## config.mk

```make
export PLATFORM = sky130hd
export DESIGN_NAME = seq_mul_div
export DESIGN_NICKNAME = d
export VERILOG_FILES = /design/src/rtl/seq_mul_div.sv
export SDC_FILE = /design/constraint.sdc
export NUM_CORES = 1
export LEC_CHECK = 0
export ABC_AREA = 1
export BUFFER_PORTS_ARGS = -buffer_cell sky130_fd_sc_hd__buf_2
export CORE_MARGIN = 1.5
export CORE_UTILIZATION = 40
export DETAILED_ROUTE_END_ITERATION = 10
export PLACE_DENSITY = 0.61
export SYNTH_ARGS = -nofsm -noshare
export SYNTH_HDL_FRONTEND = slang
export SYNTH_SLANG_ARGS = --single-unit
export TNS_END_PERCENT = 30
```

## constraint.sdc

```tcl
create_clock -name CLK -period 2.6 [get_ports CLK]
set_input_delay 0.39 -clock CLK [delete_from_list [all_inputs] [get_ports CLK]]
set_output_delay 0.39 -clock CLK [all_outputs]
set_load 0.02 [all_outputs]
```

## src/rtl/seq_mul_div.sv

```systemverilog
// rtl/seq_mul_div.sv - sequential shift-add multiplier / restoring divider with Start/Done handshake
//
// Purpose: multi-cycle unsigned multiply (one multiplier bit per cycle) and
// restoring divide (one quotient bit per cycle), result packed as the
// product or {remainder, quotient}.
//
// Ports:
//   CLK        rising-edge clock
//   RST_N      asynchronous active-low reset
//   Start      operation request, sampled only while idle
//   Mode       0 = multiply, 1 = divide (captured with the operands)
//   OperX      multiplicand / dividend
//   OperY      multiplier / divisor
//   Busy       high while an operation is running or completing
//   Done       one-cycle completion pulse; Result valid from this cycle
//   DivByZero  divide with OperY = 0; held with Result
//   Result     product, or {remainder, quotient}
module seq_mul_div #(
  parameter int DEVIDENT_LENGTH = 5,
  parameter int DIVISOR_LENGTH  = 5
) (
  input  logic                           CLK,
  input  logic                           RST_N,
  input  logic                           Start,
  input  logic                           Mode,
  input  logic [DEVIDENT_LENGTH-1:0]     OperX,
  input  logic [DIVISOR_LENGTH-1:0]      OperY,
  output logic                           Busy,
  output logic                           Done,
  output logic                           DivByZero,
  output logic [2*DEVIDENT_LENGTH-1:0]   Result
);

  localparam int DL = DEVIDENT_LENGTH;
  localparam int VL = DIVISOR_LENGTH;
  localparam int RW = 2 * DEVIDENT_LENGTH;
  localparam int CW = $clog2(DEVIDENT_LENGTH) + 1;

  generate
    if (DIVISOR_LENGTH > DEVIDENT_LENGTH) begin : g_bad_params
      $error("seq_mul_div: DIVISOR_LENGTH must not exceed DEVIDENT_LENGTH");
    end
  endgenerate

  typedef enum logic [1:0] {S_IDLE, S_RUN, S_DONE} state_t;

  state_t state, state_nxt;

  logic          mode_q;
  logic [DL-1:0] x_q;
  logic [VL-1:0] y_q;
  logic [RW-1:0] acc_q;
  logic [VL-1:0] rem_q;
  logic [DL-1:0] dvd_q;
  logic [CW-1:0] cnt_q;

  logic          accept;
  logic          div_zero_in;
  logic [CW-1:0] k_last;
  logic          last_iter;

  logic [RW-1:0] mul_addend;
  logic [RW-1:0] acc_nxt;
  logic [VL:0]   shifted;
  logic [VL+1:0] trial;
  logic          q_bit;
  logic [VL-1:0] rem_nxt;
  logic [DL-1:0] dvd_nxt;
  logic [RW-1:0] res_nxt;
  logic [RW-1:0] dz_result;

  assign accept      = (state == S_IDLE) && Start;
  assign div_zero_in = Mode && (OperY == '0);
  assign k_last      = mode_q ? CW'(DL - 1) : CW'(VL - 1);
  assign last_iter   = (cnt_q == k_last);

  // Datapath for one iteration of either operation.
  always_comb begin
    mul_addend = RW'(x_q) << cnt_q;
    acc_nxt    = y_q[0] ? (acc_q + mul_addend) : acc_q;

    // Partial remainder stays below the divisor, so VL bits hold it; the
    // extra top bit of the trial difference is the borrow.
    shifted    = {rem_q, dvd_q[DL-1]};
    trial      = {1'b0, shifted} - {2'b00, y_q};
    q_bit      = ~trial[VL+1];
    rem_nxt    = q_bit ? trial[VL-1:0] : shifted[VL-1:0];
    dvd_nxt    = {dvd_q[DL-2:0], q_bit};

    res_nxt    = mode_q ? ((RW'(rem_nxt) << DL) | RW'(dvd_nxt)) : acc_nxt;
    dz_result  = (RW'(OperX) << DL) | RW'({DL{1'b1}});
  end

  // FSM state register
  always_ff @(posedge CLK or negedge RST_N) begin
    if (!RST_N) begin
      state <= S_IDLE;
    end else begin
      state <= state_nxt;
    end
  end

  // FSM next state
  always_comb begin
    state_nxt = state;
    case (state)
      S_IDLE: begin
        if (Start) begin
          state_nxt = div_zero_in ? S_DONE : S_RUN;
        end
      end
      S_RUN: begin
        if (last_iter) begin
          state_nxt = S_DONE;
        end
      end
      S_DONE:  state_nxt = S_IDLE;
      default: state_nxt = S_IDLE;
    endcase
  end

  // FSM outputs
  always_comb begin
    Busy = (state != S_IDLE);
    Done = (state == S_DONE);
  end

  // Datapath registers. Result only changes on a completing edge (or on a
  // divide-by-zero accept, which completes immediately), so it holds
  // through the next operation until that one finishes.
  always_ff @(posedge CLK or negedge RST_N) begin
    if (!RST_N) begin
      mode_q    <= 1'b0;
      x_q       <= '0;
      y_q       <= '0;
      acc_q     <= '0;
      rem_q     <= '0;
      dvd_q     <= '0;
      cnt_q     <= '0;
      DivByZero <= 1'b0;
      Result    <= '0;
    end else if (accept) begin
      mode_q    <= Mode;
      x_q       <= OperX;
      y_q       <= OperY;
      dvd_q     <= OperX;
      acc_q     <= '0;
      rem_q     <= '0;
      cnt_q     <= '0;
      DivByZero <= div_zero_in;
      if (div_zero_in) begin
        Result <= dz_result;
      end
    end else if (state == S_RUN) begin
      cnt_q <= cnt_q + 1'b1;
      if (mode_q) begin
        rem_q <= rem_nxt;
        dvd_q <= dvd_nxt;
      end else begin
        acc_q <= acc_nxt;
        y_q   <= y_q >> 1;
      end
      if (last_iter) begin
        Result <= res_nxt;
      end
    end
  end

endmodule

```

# ---- Word-level counts from Yosys, hierarchy flattened
# Index checks and enable logic that the tools add are counted.
dict set report totals {
  register_bits 48
  in_bits 14
  out_inout_bits 13
  wordCells 60
}
dict set report op_classes {
  eq_ne 7
  n_addsub 3
  n_shift 1
  mux 25
  bitwise 2
  reduce_logical 12
}
# op n
set op_table {}
lappend op_table {{$mux 10} 9}
lappend op_table {{$mux 5} 10}
lappend op_table {{$add 10x10->10} 1}
lappend op_table {{$or 10x5->10} 1}
lappend op_table {{$shl 5x4->10} 1}
lappend op_table {{$mux 4} 2}
lappend op_table {{$reduce_bool 2->1} 4}
lappend op_table {{$sub 6x5->7} 1}
lappend op_table {{$mux 2} 3}
lappend op_table {{$reduce_and 2->1} 3}
lappend op_table {{$logic_not 5->1} 1}
lappend op_table {{$add 4x1->4 const B} 1}
lappend op_table {{$eq 4x3->1 const B} 1}
lappend op_table {{$ne 2x1->1 const B} 2}
lappend op_table {{$ne 2x2->1 const B} 2}
lappend op_table {{$pmux 2 s2} 1}
lappend op_table {{$reduce_and 3->1} 1}
lappend op_table {{$eq 2x1->1 const B} 1}
lappend op_table {{$eq 2x2->1 const B} 1}
lappend op_table {{$logic_and 1x1->1} 2}
lappend op_table {{$logic_not 2->1} 1}
lappend op_table {{$not 1->1} 1}

# ---- Depth between registers and ports, before layout
# Gate-level depths: netlist of the first run.
dict set report logic_depth {
  depth_word 7
  depth_mapped 18
  depth_no_buf 18
}

# ---- Least setup slack after synthesis of the first run
# OpenSTA, ideal clock, no wires.
dict set report synth_timing {
  path_type {register to register}
  startpoint {register cnt_q[1]}
  endpoint {register acc_q[9]}
  stages_incl_launch_ff 16
  synth_period_minus_slack_ns 2.245
  t_required_ns 2.517
  setup_ns 0.083
  t_arrival_ns 2.162
  n_path_buf 1
  slack_ns 0.355
  cell_sequence {dfrtp_1 > inv_1 > clkbuf_1 > nand3_1 > o21ai_0 > o32ai_1 > ha_1 > nand2_1 > inv_1 > a21oi_1 > nand3_1 > nand2_1 > nand3_1 > nand2_1 > nand3_1 > o21ai_0}
}
dict set report synth_between {
  elab_chain_len 6
}
# item line_no
set synth_lines {}
lappend synth_lines {{start, declared} 55} ;# logic [CW-1:0] cnt_q;
lappend synth_lines {{start signal, assigned} 155} ;# cnt_q <= cnt_q + 1'b1;
lappend synth_lines {{$shl 5x4->10} 79} ;# mul_addend = RW'(x_q) << cnt_q;
lappend synth_lines {{$add 10x10->10} 80} ;# acc_nxt = y_q[0] ? (acc_q + mul_addend) : acc_q;
lappend synth_lines {{$mux 10} 80}
lappend synth_lines {{$mux 10} 156} ;# if (mode_q) begin
lappend synth_lines {{$mux 10} 154} ;# end else if (state == S_RUN) begin
lappend synth_lines {{$mux 10} 142} ;# end else if (accept) begin
lappend synth_lines {{end signal, assigned} 160} ;# acc_q <= acc_nxt;
lappend synth_lines {{end, declared} 52} ;# logic [RW-1:0] acc_q;
# No other way between the ends. The select of a mux whose other input is x is not followed.
# A chain may end at the register's enable or synchronous reset.

# ---- Final worst setup path of the first run
dict set report layout_timing {
  startpoint {register cnt_q[0]}
  endpoint {register Result[6]}
}
dict set report layout_between {
  elab_chain_len 7
  elab_cells_between_ends 10
  classes_between {add/sub (1); eq/ne (1); shift (1); mux (5); reduce/logical (2)}
}
# item line_no
set layout_lines {}
lappend layout_lines {{$shl 5x4->10} 79}
lappend layout_lines {{$add 10x10->10} 80}
lappend layout_lines {{$mux 10} 80}
lappend layout_lines {{$mux 10} 90} ;# res_nxt = mode_q ? ((RW'(rem_nxt) << DL) | RW'(dvd_nxt)) : acc_nxt;
lappend layout_lines {{$mux 10} 163} ;# if (last_iter) begin
lappend layout_lines {{$mux 10} 154}
lappend layout_lines {{$mux 10} 142}
lappend layout_lines {{end signal, assigned} 152} ;# Result <= dz_result;
lappend layout_lines {{end signal, assigned} 164} ;# Result <= res_nxt;
lappend layout_lines {{end, declared} 31} ;# output logic [2*DEVIDENT_LENGTH-1:0] Result
# Several ways; a longest one is shown, not always the timed one. The select of a mux whose other input is x is not followed.

==> results of run 1 <==
cell families (layout without fill, tap and decap cells):
kind of cell             Yosys count  in the layout  share of synthesized area
AND/OR/NAND/NOR                  179            179                     0.2622
AO/OA/AOI/OAI                     86             86                     0.1652
buffers and inverters             65            108                    0.08807
adder cells (fa/ha/maj)           18             18                    0.07792
flip-flops                        48             48                     0.3896
XOR/XNOR                           6              6                    0.01705
metrics by stage:
step                worst slack [ns]    util  total power, mW  instance area [um^2]  setup TNS, ns
global route               -0.007890  0.4857            5.706                  3580      -0.007890
global placement              0.1140  0.4547            4.384                  3351              0
detailed placement           0.09178  0.4547            4.432                  3351              0
CTS                          0.05556  0.4688            4.925                  3455              0
floorplan                     0.3551       -            3.628                  3083              0
finish                        0.1432  0.4857            5.212                  3580              0
synth_stat cells, drive strengths merged (2+ instances only):
library cell,instances,share of area
nand3,35,0.058
nand2,101,0.13
a22o,3,0.0085
xnor2,4,0.011
ha,16,0.065
clkbuf,3,0.0041
o22ai,6,0.012
nor2,34,0.060
o221ai,4,0.011
xor2,2,0.0057
a31oi,2,0.0041
o211ai,7,0.017
nand4,6,0.012
buf,4,0.011
o21ai,45,0.073
inv,57,0.070
fa,2,0.013
o21a,2,0.0049
or2,2,0.0041
a21oi,15,0.024
dfrtp,48,0.39
critical path: cells and delay by family, from the launching register on:
family / cells / cell delay (ns)
AND/OR/NAND/NOR: 7 / 0.76
AO/OA/AOI/OAI: 4 / 0.49
flip-flops: 1 / 0.45
adder cells (fa/ha/maj): 1 / 0.37
buffers and inverters: 2 / 0.31
how the worst max path moves through the flow:
stage | startpoint | to | slack (ns) | depth (start not counted)
final | cnt_q[0] | Result[6] | 0.14 | 14
after detailed placement | cnt_q[0] | Result[5] | 0.09 | 12
after CTS | cnt_q[0] | acc_q[9] | 0.06 | 13
after global placement | cnt_q[0] | acc_q[9] | 0.11 | 13
after floorplan | cnt_q[1] | acc_q[9] | 0.36 | 15
after global routing | cnt_q[0] | Result[6] | -0.008 | 14
repair_timing:
action                                  CTS  global route
resized for setup                         0            35
hold buffers                              1             0
buffers inserted                          0             7
endpoints found under the hold margin    13             0
endpoints found under the setup margin    0            14
per-layer routing:
| layer | vias to the layer above | track usage | share of wire |
|---|---|---|---|
| met5 | - | 0 | 0 |
| met4 | 0 | 0.07292 | 0.023 |
| met3 | 19 | 0.03283 | 0.034 |
| met2 | 65 | 0.3377 | 0.48 |
| met1 | 1377 | 0.2719 | 0.47 |
| li1 | 1422 | - | - |
cell type report:
| type | instances | area (um^2) |
|---|---|---|
| fill | 754 | 3790 |
| multi-input combinational | 289 | 1680 |
| sequential | 48 | 1204 |
| timing repair buffer | 42 | 252.7 |
| inverter | 58 | 225.2 |
| tap | 99 | 123.9 |
| clock buffer | 7 | 86.33 |
| clock inverter | 1 | 7.507 |
sequential cells by signal (all words and copies together) (netlist names):
name	count
rem_q	5
Result	10
y_q	5
acc_q	10
mode_q	1
DivByZero	1
x_q	5
dvd_q	5
cnt_q	4
state	2
where the power goes:
part           leakage (nW)  internal, mW  total, mW  switching, mW
logic                  1.17          1.20       3.41           2.21
registers             0.598          1.09       1.33          0.240
clock network        0.0445         0.217      0.475          0.258
total                  1.81          2.50       5.21           2.71
==> impl_results.md, run 1 <==
* Outcome: finished clean
* Post-synthesis sequential area ratio at 0.3896
* Slowest CP cell: dfrtp_2
* Peak supply drop at 0.6428 mV
* Wire per inst at 14.76 um
* Seq cells post-synth at 48
* Wire length after detailed routing at 8032 um
* Ys flop type: dfrtp_1
* Most frequent cells in the layout: 97 x nand2_1, 50 x inv_1, 46 x dfrtp_1
* RR Endpoint: Result[6]
* Async set-or-reset flop fraction in the synthesized netlist at 1.000
* Initial cell density of the core at 0.4183
* Max-Cap Viols at 0
* Min cycle time layout at 2.457 ns
* Final nets at 476
* Clock skew at 0.01104 ns
* Rows at 31
* Remaining Overflow, GRT at 0
* Synth cell types at 37
* Post-Place Cells at 528
* Post-route ant nets at 0
* Fmax at 407.0 MHz
* Reg clk slew, reported paths at 0.09 ns
* Rel. slew slack at 0.5846
* Layout cell share with drive strength beyond 1 at 0.2000
* CORE AREA at 7370 um^2
* Period utilisation layout at 0.9449
* Global-route wire length before repair at 13,480 um
* Largest net degree at the start of global routing at 22
* Hold path start: Mode
* Commonest non-fill, non-tap cell in the layout: nand2_1
* CP Data Arrival Time at 2.69 ns
* Hold crit path type: input pin to flip-flop
* DRC at 0
* Clk buf depth at 2
* Power per cell area at 1456 nW/um^2
* Pin slew with the least headroom to its limit at 0.6208 ns
* CTS tree: done
* TritonCTS Buffers at 5
* H-tree levels at 2
* PortBufs at 26
* Crit path kind: flip-flop to flip-flop
* Post-DP HPWL at 6228 um
* Final setup vio count at 0
* Placer congestion estimate at 0.9339
* Post-Synthesis Cells at 402
* Die Area at 8243 um^2
* Max-slew violations at 0
* CP max FO at 7
* Drt pass-1 iters at 4
* Die H at 90.79 um
* Post-route non-filler standard cell count at 544
* Initial antenna violation count at 0
* Hold endpoint: mode_q
* Pleak at 1.808 nW
* Worst R2R Start: cnt_q[0]
* Area grow syn2layout at 16.11%
* Mean post-synth cell area at 7.669 um^2
* Ant diodes at 0
* Skew-Pair Late Insertion Delay at 0.30 ns
* I/O pins at 27
* Clk root buf: clkbuf_8
* Hold Slack at 0.3246 ns
* Yosys Warn Count at 0
* Max incr delay on CP at 0.45 ns
* R2r setup slk at 0.14 ns
* Routed vias at 2,883
* Global-route usage over all layers at 0.2050
* FF-to-FF path depth at 14
* Final hold violation count at 0
* Post-synth EDFFs at 0
* Die X-Extent at 90.79 um
* Cells on Worst Hold Path at 3
* Initial DRC Count at 162
* Syn Std Cell Area at 3083 um^2
* Setup crit end kind: flip-flop
* Number of global-route vias before repair at 2,804
* Clk sinks at 48
* Crit path launch type: flip-flop
* Critical path data required time at 2.83 ns
* DR vias/cell at 5.300
* Synthesized net count at 434
* Worst path cell trace: buf_4 > nand2_1 > o21ai_1 > o21ai_1 > nor2_1 > ha_1 > buf_4 > a21oi_2 > or2_2 > nand3_1 > nand2_1 > nand3_2 > nand3_1 > a31oi_1
Note: power is estimated with default switching activity, not from simulation.
==> run 2, diff against run 1 <==
Clock period 2.6 ns to 2.4 ns, I/O delays scaled along.
==> impl_results.md, run 2 (synthesis gave the netlist of run 1 again) <==
* Commonest non-fill, non-tap cell in the layout: nand2_1 (unchanged)
* Peak supply drop at 0.7287 mV (was 0.6428 mV)
* Max-Cap Viols at 0 (unchanged)
* RR Endpoint: Result[6] (unchanged)
* # hold bufs at CTS at 0 (was 1)
* Min cycle time layout at 2.358 ns (was 2.457 ns)
* Finished Cell Area at 3886 um^2 (was 3580 um^2)
* Power per cell area at 1668 nW/um^2 (was 1456 nW/um^2)
* Die Area at 8243 um^2 (unchanged)
* Layout cell share with drive strength beyond 1 at 0.2835 (was 0.2000)
* I/O pins at 27 (unchanged)
* CP max FO at 6 (was 7)
* Setup crit end kind: flip-flop (unchanged)
* FF-to-FF path depth at 13 (was 14)
* Most frequent cells in the layout: 92 x nand2_1, 48 x inv_1, 46 x dfrtp_1 (was 97 x nand2_1, 50 x inv_1, 46 x dfrtp_1)
* Final setup vio count at 0 (unchanged)
* Clk sinks at 48 (unchanged)
* CORE AREA at 7370 um^2 (unchanged)
* Remaining Overflow, GRT at 0 (unchanged)
* Area grow syn2layout at 26.06% (was 16.11%)
* Drt pass-1 iters at 4 (unchanged)
* Ant diodes at 0 (unchanged)
* Number of global-route vias before repair at 2,810 (was 2,804)
* Outcome: finished clean (unchanged)
* Final nets at 493 (was 476)
* DRC at 0 (unchanged)
* Post-route ant nets at 0 (unchanged)
* Pin slew with the least headroom to its limit at 0.5491 ns (was 0.6208 ns)
* Fmax at 424.0 MHz (was 407.0 MHz)
* Initial cell density of the core at 0.4183 (unchanged)
* DR vias/cell at 5.178 (was 5.300)
* Crit path kind: flip-flop to flip-flop (unchanged)
* H-tree levels at 2 (unchanged)
* Crit path launch type: flip-flop (unchanged)
* R2r setup slk at 0.04 ns (was 0.14 ns)
* Post-DP Area at 3461 um^2 (was 3351 um^2)
* Period utilisation layout at 0.9827 (was 0.9449)
* Final hold violation count at 0 (unchanged)
* Global-route usage over all layers at 0.2085 (was 0.2050)
* Tot Pwr at 6.482 mW (was 5.212 mW)
* Wire per inst at 15.47 um (was 14.76 um)
* CP Data Arrival Time at 2.59 ns (was 2.69 ns)
* Placer congestion estimate at 0.9927 (was 0.9339)
* Clk root buf: clkbuf_8 (unchanged)
* Hold crit path type: input pin to asynchronous set/reset pin (was input pin to flip-flop)
* Post-DP HPWL at 6289 um (was 6228 um)
* Die X-Extent at 90.79 um (unchanged)
* Initial DRC Count at 211 (was 162)
* Skew-Pair Late Insertion Delay at 0.31 ns (was 0.30 ns)
* Clock skew at 0.01101 ns (was 0.01104 ns)
* Reg clk slew, reported paths at 0.10 ns (was 0.09 ns)
* Largest net degree at the start of global routing at 49 (was 22)
* Fillcell total at 712 (was 754)
* Die H at 90.79 um (unchanged)
* Wire length after detailed routing at 8679 um (was 8032 um)
* Global-route wire length before repair at 13,700 um (was 13,480 um)
* Regs by FF count: Result (10), acc_q (10) (unchanged)
* CTS tree: done (unchanged)
* Crit path capture: Result[6] (unchanged)
* Rel. slew slack at 0.6326 (was 0.5846)
* Clk buf depth at 2 (unchanged)
* Initial antenna violation count at 0 (unchanged)
* Max-slew violations at 0 (unchanged)
* Routed vias at 2,905 (was 2,883)
* Worst R2R Start: cnt_q[0] (unchanged)
* RSZ-0062 raised after global routing: yes
* Critical path data required time at 2.63 ns (was 2.83 ns)
* PortBufs at 26 (unchanged)
* TritonCTS Buffers at 5 (unchanged)
* Rows at 31 (unchanged)
* CP Launch Point: cnt_q[0] (unchanged)
* Pleak at 1.905 nW (was 1.808 nW)
[run 2: where the power goes]
group	internal (mW)	switching, mW	total [mW]	leakage, nW
Sequential	1.18	0.277	1.45	0.598
Clock	0.310	0.280	0.589	0.0552
Combinational	1.75	2.69	4.44	1.25
[run 2: worst max-delay path: stages, from the launching register on]
cell and delay [ns]:
dfrtp_2 0.42, buf_6 0.14, nand2_2 0.07, o21ai_4 0.07
nand2_2 0.10, nor2_4 0.05, buf_4 0.13, fa_1 0.43
buf_4 0.17, nand4_1 0.13, nand4_1 0.13, nand3_2 0.13
nand3_1 0.10, a31oi_1 0.19
[run 2: layout make-up]
| cell class | count | area [um^2] | share of cell area |
|---|---|---|---|
| Multi-Input combinational cell | 289 | 1824 | 0.4694 |
| Sequential cell | 48 | 1204 | 0.3097 |
| Timing Repair Buffer | 58 | 390.4 | 0.1005 |
| Inverter | 58 | 229.0 | 0.05892 |
| Tap cell | 99 | 123.9 | 0.03187 |
| Clock buffer | 6 | 72.57 | 0.01867 |
| Clock inverter | 2 | 35.03 | 0.009015 |
| Timing Repair inverter | 1 | 7.507 | 0.001932 |
[run 2: worst min path at each step]
stage	slack (ns)	startpoint	endpoint	cells after the start
2_1_floorplan	0.06	RST_N	DivByZero	0
3_3_place_gp	0.37	RST_N	y_q[3]	2
3_5_place_dp	0.37	RST_N	y_q[2]	2
4_1_cts	0.03	RST_N	Result[8]	2
5_1_grt	0.05	RST_N	DivByZero	2
6_report	0.01	RST_N	DivByZero	2
[run 2: stage by stage]
stage	instances	hold slack, ns	TNS, ns	setup slack, ns	util
after floorplan	402	0.06441	0	0.1551	-
final	561	0.01121	0	0.04162	0.5273
after global routing	561	0.04769	-0.2822	-0.06515	0.5273
after global placement	541	0.3691	-0.09879	-0.03970	0.4696
after detailed placement	541	0.3676	-0.1278	-0.04925	0.4696
after CTS	549	0.03453	0	0.003789	0.4847
[run 2: metal layers]
layer / wire length, um / up-vias / track usage
li1: - / 1457 / -
met4: 109 / 0 / 0.05208
met5: 0 / - / 0
met1: 3984 / 1376 / 0.2875
met2: 4238 / 59 / 0.3421
met3: 347 / 13 / 0.03199
[run 2: repair_timing]
action / CTS / global route
pin swaps: 0 / 18
endpoints found under the setup margin: 7 / 17
gates cloned: 0 / 1
buffers inserted: 0 / 11
resized for setup: 5 / 67
